==> config.mk <==
export PLATFORM = sky130hd
export DESIGN_NAME = k580vt57
export DESIGN_NICKNAME = d
export VERILOG_FILES = /design/src/rtl/k580vt57.sv
export SDC_FILE = /design/constraint.sdc
export NUM_CORES = 1
export LEC_CHECK = 0
export BUFFER_PORTS_ARGS = -buffer_cell sky130_fd_sc_hd__buf_2
export CAP_MARGIN = 40
export CORE_AREA = 2 2 141 170
export CTS_CLUSTER_DIAMETER = 30
export DETAILED_ROUTE_END_ITERATION = 6
export DIE_AREA = 0 0 143 172
export GPL_ROUTABILITY_DRIVEN = 0
export HOLD_SLACK_MARGIN = 0.08
export PLACE_DENSITY = 0.7
export SLEW_MARGIN = 20
export SYNTH_ARGS = -nofsm -noshare
export SYNTH_HDL_FRONTEND = slang
export SYNTH_SLANG_ARGS = --single-unit
export TNS_END_PERCENT = 5
==> constraint.sdc <==
create_clock -name clk -period 4 [get_ports clk]
set_input_delay 0.2 -clock clk [delete_from_list [all_inputs] [get_ports clk]]
set_output_delay 0.2 -clock clk [all_outputs]
set_load 0.01 [all_outputs]
==> src/rtl/k580vt57.sv <==
// k580vt57: 4-channel 8257-style DMA controller. It requests the bus with hrq/hlda and then
// runs fixed S1..S4 transfer cycles for the channel that wins arbitration.
module k580vt57 #(
  parameter int WAIT_STATES = 0,
  parameter bit AUTOLOAD_EN = 1'b1
) (
  input  logic        clk,
  input  logic        reset,
  input  logic [3:0]  iaddr,
  input  logic [7:0]  idata,
  output logic [7:0]  odata,
  input  logic        iwe_n,
  input  logic        ird_n,
  input  logic [3:0]  drq,
  output logic [3:0]  dack,
  output logic        hrq,
  input  logic        hlda,
  output logic [15:0] oaddr,
  output logic        aen,
  output logic        memr_n,
  output logic        memw_n,
  output logic        ior_n,
  output logic        iow_n,
  output logic        tc
);

  typedef enum logic [2:0] {ST_IDLE, ST_REQ, ST_S1, ST_S2, ST_S3, ST_S4} state_t;
  state_t r_state, w_state_next;

  logic [15:0] r_addr [4];
  logic [15:0] r_cnt  [4];
  logic [3:0]  r_en;
  logic        r_rot, r_tcstop, r_auto;
  logic [3:0]  r_tcf;
  logic        r_upd, r_ff;
  logic [1:0]  r_ch;
  logic [1:0]  r_wait;
  logic        r_we_d, r_rd_d;

  logic        w_we, w_rd, w_reg_acc, w_mode_sel, w_autoload;
  logic [15:0] w_cur_addr, w_cur_cnt;
  logic        w_tc_hit, w_xfer_end, w_done, w_reload, w_busy, w_strobe, w_latch, w_found;
  logic [3:0]  w_ch_oh, w_en_next, w_req, w_hit, w_wr_addr, w_wr_cnt;
  logic [1:0]  w_cand [4];
  logic [1:0]  w_win;
  logic [15:0] w_rd_reg;

  assign w_we       = iwe_n & ~r_we_d;
  assign w_rd       = ird_n & ~r_rd_d;
  assign w_reg_acc  = ~iaddr[3];
  assign w_mode_sel = (iaddr == 4'd8);
  assign w_autoload = AUTOLOAD_EN & r_auto;

  assign w_cur_addr = r_addr[r_ch];
  assign w_cur_cnt  = r_cnt[r_ch];
  assign w_tc_hit   = (w_cur_cnt[13:0] == 14'd0);
  assign w_xfer_end = (r_state == ST_S4);
  assign w_done     = w_xfer_end & w_tc_hit;
  assign w_reload   = w_done & w_autoload & (r_ch == 2'd2);
  assign w_ch_oh    = 4'b0001 << r_ch;

  // Burst re-arbitration at S4 must already see a channel that TC-stop is about to disable.
  assign w_en_next  = r_en & ~((w_done & r_tcstop) ? w_ch_oh : 4'b0000);
  assign w_req      = drq & (w_xfer_end ? w_en_next : r_en);

  generate
    for (genvar gi = 0; gi < 4; gi++) begin : g_ch
      // Rotating mode starts the search just after the last served channel.
      assign w_cand[gi]    = r_rot ? 2'(r_ch + 2'(gi + 1)) : 2'(gi);
      assign w_hit[gi]     = w_we & w_reg_acc &
                             ((iaddr[2:1] == 2'(gi)) | ((gi == 3) & w_autoload & (iaddr[2:1] == 2'd2)));
      assign w_wr_addr[gi] = w_hit[gi] & ~iaddr[0];
      assign w_wr_cnt[gi]  = w_hit[gi] & iaddr[0];
    end
  endgenerate

  always_comb begin
    w_win   = 2'd0;
    w_found = 1'b0;
    for (int i = 0; i < 4; i++) begin
      if (!w_found && w_req[w_cand[i]]) begin
        w_win   = w_cand[i];
        w_found = 1'b1;
      end
    end
  end

  always_comb begin
    w_state_next = r_state;
    w_latch      = 1'b0;
    case (r_state)
      ST_IDLE: if (|w_req) w_state_next = ST_REQ;
      ST_REQ: begin
        if (!(|w_req)) begin
          w_state_next = ST_IDLE;
        end else if (hlda) begin
          w_state_next = ST_S1;
          w_latch      = 1'b1;
        end
      end
      ST_S1: w_state_next = ST_S2;
      ST_S2: w_state_next = ST_S3;
      ST_S3: if (r_wait == 2'(WAIT_STATES)) w_state_next = ST_S4;
      ST_S4: begin
        if (hlda && (|w_req)) begin
          w_state_next = ST_S1;
          w_latch      = 1'b1;
        end else begin
          w_state_next = ST_IDLE;
        end
      end
      default: w_state_next = ST_IDLE;
    endcase
  end

  always_ff @(posedge clk) begin
    if (reset) begin
      r_state <= ST_IDLE;
      r_ch    <= 2'd3;
      r_wait  <= 2'd0;
    end else begin
      r_state <= w_state_next;
      if (w_latch) r_ch <= w_win;
      r_wait  <= (r_state == ST_S3) ? r_wait + 2'd1 : 2'd0;
    end
  end

  assign w_busy   = (r_state == ST_S1) | (r_state == ST_S2) | (r_state == ST_S3) | (r_state == ST_S4);
  assign w_strobe = (r_state == ST_S2) | (r_state == ST_S3);
  assign hrq      = (r_state != ST_IDLE);
  assign aen      = w_busy;
  assign dack     = w_busy ? w_ch_oh : 4'b0000;
  assign oaddr    = w_busy ? w_cur_addr : 16'h0000;
  assign memr_n   = ~(w_strobe & (w_cur_cnt[15:14] == 2'b10));
  assign iow_n    = ~(w_strobe & (w_cur_cnt[15:14] == 2'b10));
  assign memw_n   = ~(w_strobe & (w_cur_cnt[15:14] == 2'b01));
  assign ior_n    = ~(w_strobe & (w_cur_cnt[15:14] == 2'b01));
  assign tc       = (w_strobe | w_xfer_end) & w_tc_hit;

  assign w_rd_reg = iaddr[0] ? r_cnt[iaddr[2:1]] : r_addr[iaddr[2:1]];

  always_comb begin
    odata = 8'h00;
    if (w_reg_acc)       odata = r_ff ? w_rd_reg[15:8] : w_rd_reg[7:0];
    else if (w_mode_sel) odata = {3'b000, r_upd, r_tcf};
  end

  always_ff @(posedge clk) begin
    if (reset) begin
      r_en     <= 4'd0;
      r_rot    <= 1'b0;
      r_tcstop <= 1'b0;
      r_auto   <= 1'b0;
      r_tcf    <= 4'd0;
      r_upd    <= 1'b0;
      r_ff     <= 1'b0;
      r_we_d   <= 1'b1;
      r_rd_d   <= 1'b1;
    end else begin
      r_we_d <= iwe_n;
      r_rd_d <= ird_n;
      r_upd  <= w_reload;
      if ((w_we | w_rd) & w_reg_acc) r_ff <= ~r_ff;
      if (w_we & w_mode_sel) begin
        r_en     <= idata[3:0];
        r_rot    <= idata[4];
        r_tcstop <= idata[6];
        r_auto   <= idata[7];
        r_ff     <= 1'b0;
      end else begin
        r_en <= w_en_next;
      end
      if (w_rd & w_mode_sel) r_tcf <= 4'd0;
      if (w_done) r_tcf[r_ch] <= 1'b1;
    end
  end

  // Address/count survive reset; a CPU write takes priority over the S4 update.
  always_ff @(posedge clk) begin
    if (!reset) begin
      for (int i = 0; i < 4; i++) begin
        if (w_wr_addr[i]) begin
          if (r_ff) r_addr[i][15:8] <= idata;
          else      r_addr[i][7:0]  <= idata;
        end else if (w_reload && i == 2) begin
          r_addr[i] <= r_addr[3];
        end else if (w_xfer_end && r_ch == 2'(i)) begin
          r_addr[i] <= r_addr[i] + 16'd1;
        end

        if (w_wr_cnt[i]) begin
          if (r_ff) r_cnt[i][15:8] <= idata;
          else      r_cnt[i][7:0]  <= idata;
        end else if (w_reload && i == 2) begin
          r_cnt[i] <= r_cnt[3];
        end else if (w_xfer_end && r_ch == 2'(i)) begin
          r_cnt[i] <= {r_cnt[i][15:14], r_cnt[i][13:0] - 14'd1};
        end
      end
    end
  end

endmodule

==> out/results.tsv <==
metric	value	unit
status	completed	
crit_chain	or4_4 -> or4_4 -> o22ai_4 -> a22oi_2 -> nor2_2 -> and4b_1 -> and2_1 -> a21o_1	
seq_power_share	45.9	%
min-delay-start	hlda	
postSynthNetCount	1045	
placement.io_buffers	55	
top_level_ports	56	
clockPowerShare	45.6	%
routed_length_on_met3	2764	microns
yosys_warnings	0	
layout_min_cycle_time	3.451	ns
detailed_place_hpwl	21320	microns
final_hold_viol_count	0	
synth_top_cell_area_share	37.04	%
layout_worst_path_cycle_share	86.28	%
maximum_number_of_pins_on_one_net_before_global_route_repair	36	
area_growth_syn_to_layout	12.08	%
cts_root_buffer	clkbuf_16	
maximum_net_fanout_on_the_critical_path	13	
drt-pass1-iter-count	6	
worst_pin_slew	0.8291	ns
setup_viol	0	
synth_sequential_area_ratio	41.67	%
report.final.slew_viol_count	0	
timing.critical_path.buf_inv	0	
critical_path.startpoint	r_cnt[0][8]$_DFFE_PP_	
worst-r2r-setup-slack	0.55	ns
power.switching	0.8600	mW
synth.most_common_cell	edfxtp_1	
initial_antenna_violation_count	1	
synth_flop_cell	edfxtp_1	
max_slew_margin	44.39	%
fp.coreArea	0.02297	sq mm
clock_sink_count	152	
critical_path_arrival	3.60	ns
post_cts_hold_buffer_count	2	
route.detailed.drc	0	
detail_route.wl_per_cell	21.14	microns
syn_avg_cell_area	10.27	sq um
share_comb_of_total_power	8.6	%
synth.cell_area	0.01038	sq mm
timing.hold.worst.class	input port to flop	
cts_post_setup_buffers_inserted	0	
leakagePower	4.189	nW
vias_per_cell	6.110	
grt_overflow_total	0	
wl_met2	13950	microns
wl_met1	11430	microns
via_count_of_the_first_global_routing_pass	7975	
yosys.cell_types.count	69	
initialDrtViolationCount	1147	
cp-start-kind	flop	
die-width	143	microns
postCtsResizedCells	0	
cts_tree	done	
numCtsBuffers	17	
max_cap_violations	0	
synth_cells	1010	
design_power_total	3.781	mW
sw_frac_of_total	22.74	%
die-height	172	microns
hold_path_depth	3	
detail-route-antenna-nets	0	
timing.hold.ws	0.1493	ns
synth_top_cells_by_count	edfxtp_1 (128), nor2_1 (104), nand2_1 (103)	
crit_path_frequent_cell	or4_4	
fp-row-count	61	
maxClockFrequency	289.7	MHz
initial_utilization	45.17	%
min_to	r_ch[1]$_SDFFE_PP1P_	
nets	1087	
setup-tns-final	0	ns
critical_path.top_delay_family	simple AND/OR/NAND/NOR gates	
grt_pass1_wl	44660	microns
rr_endpoint	r_cnt[2][15]$_DFFE_PP_	
cts_htree_levels	4	
ys_ff_latch	152	
clk_pin_slew_worst_paths	0.06	ns
vdd_ir_drop_max	0.0003145	V
rsz0062_at_grt	false	
worst_r2r_startpoint	r_cnt[0][8]$_DFFE_PP_	
timing.clock.skew	0.01299	ns
insertion_delay	0.43	ns
worst_path_largest_cell_delay	0.58	ns
synth-async-reset-ratio	0	%
critical_path_class	flop to flop	
antenna_cells	0	
groute.usage.overall	24.31	%
synth.top_cells.by_area	edfxtp_1 (37%), mux4_2 (12%), xnor2_1 (5.2%)	
share_of_final_layout_standard_cells_stronger_than_drive_strength_1	17.65	%
num-fill-cells	2016	
worstPathRequired	4.14	ns
pwr_density_cell	325.1	mW/mm^2
r2r_cells	8	
cellInternalPower	2.921	mW
timing.critical_path.to_type	flop	
num_vias	8432	
cpMaxStageDelayCell	or4_4	
drt-total-wl	29180	microns
yosys.area.top_type	edfxtp_1	
max-clock-path-buffers	2	
highest-signal-layer	met4	
die_area	0.02460	sq mm
synth_edf_count	128	
tightest hold or removal path: cells and delay by family:
kind	cells	cell delay, ns
AO/OA/AOI/OAI	2	0.23
buffers and inverters	1	0.11
routing by layer:
metal,track usage [%],up-vias
li1,-,3829
met1,32.76,4100
met2,38.92,436
met3,4.126,67
met4,10.33,0
met5,0,-
cells by family (layout without fill, tap and decap cells):
kind of cell	after synthesis	count (layout)	synth area share (%)
and+or+nand+nor	374	374	17.85
AOI/OAI and AO/OA	208	208	12.19
DFF	152	152	41.67
xor gates and xnor gates	100	100	8.441
buffers and inverters	84	139	3.593
muxes	78	78	14.57
adders and majority gates	14	14	1.688
per-stage QoR:
stage	instance area (sq um)	setup slack (ns)	instances	utilization (%)
floorplan	10380	1.020	1010	-
global placement	10910	0.6497	1340	47.49
detailed placement	10930	0.6057	1344	47.59
CTS	11600	0.5885	1378	50.48
global route	11630	0.4042	1380	50.62
finish	11630	0.5487	1380	50.62
cells in the final DEF (no fill, tap or decap), types with 10 or more instances in the layout:
master | Yosys | final
a21oi_1 | 102 | 102
and2_1 | 30 | 30
and3_1 | 27 | 27
buf_2 | 2 | 58
buf_4 | 6 | 19
clkbuf_16 | 0 | 21
dfxtp_1 | 24 | 24
edfxtp_1 | 128 | 128
ha_1 | 14 | 14
inv_1 | 25 | 25
mux2i_1 | 19 | 19
mux4_2 | 57 | 57
nand2_1 | 103 | 103
nand3_1 | 28 | 28
nor2_1 | 104 | 104
nor3_1 | 13 | 13
nor4_1 | 10 | 10
o211ai_1 | 12 | 12
o21ai_0 | 38 | 36
xnor2_1 | 62 | 62
xor2_1 | 38 | 38
power groups by stage:
stage | sequential, mW | clock [mW] | combinational [mW]
6_report | 1.73 | 1.72 | 0.323
5_1_grt | 1.73 | 1.80 | 0.347
4_1_cts | 1.73 | 1.74 | 0.318
3_5_place_dp | 1.77 | 0 | 0.315
3_3_place_gp | 1.77 | 0 | 0.311
2_1_floorplan | 1.76 | 0 | 0.223
final cells by class:
cell class              count  area (sq um)  area share [%]
flip-flops and latches    152          4324           37.18
well taps                 315         394.1           3.389
clock inverters             6         70.07          0.6025
clock buffers              26         574.3           4.938
repair buffers             82         489.2           4.207
inverters                  25         93.84          0.8069
multi-input cells         774          5684           48.88
flip-flops by register name, indices dropped and copies added (netlist names), named ones only:
name      flops
r_addr       64
r_cnt        64
r_en          4
r_tcf         4
r_state       3
r_ch          2
r_wait        2
r_auto        1
r_ff          1
r_rd_d        1
r_rot         1
r_tcstop      1
r_upd         1
r_we_d        1
worst max-delay path by stage:
stage                             end  slack (ns)  cells past startpoint
6_report       r_cnt[2][15]$_DFFE_PP_        0.55                      8
5_1_grt        r_cnt[2][15]$_DFFE_PP_        0.40                      8
3_5_place_dp   r_cnt[2][15]$_DFFE_PP_        0.61                      8
2_1_floorplan  r_cnt[2][14]$_DFFE_PP_        1.02                     10
3_3_place_gp   r_cnt[2][14]$_DFFE_PP_        0.65                      8
4_1_cts        r_cnt[2][15]$_DFFE_PP_        0.59                      8
No activity file was read; power rests on OpenSTA's default activity.
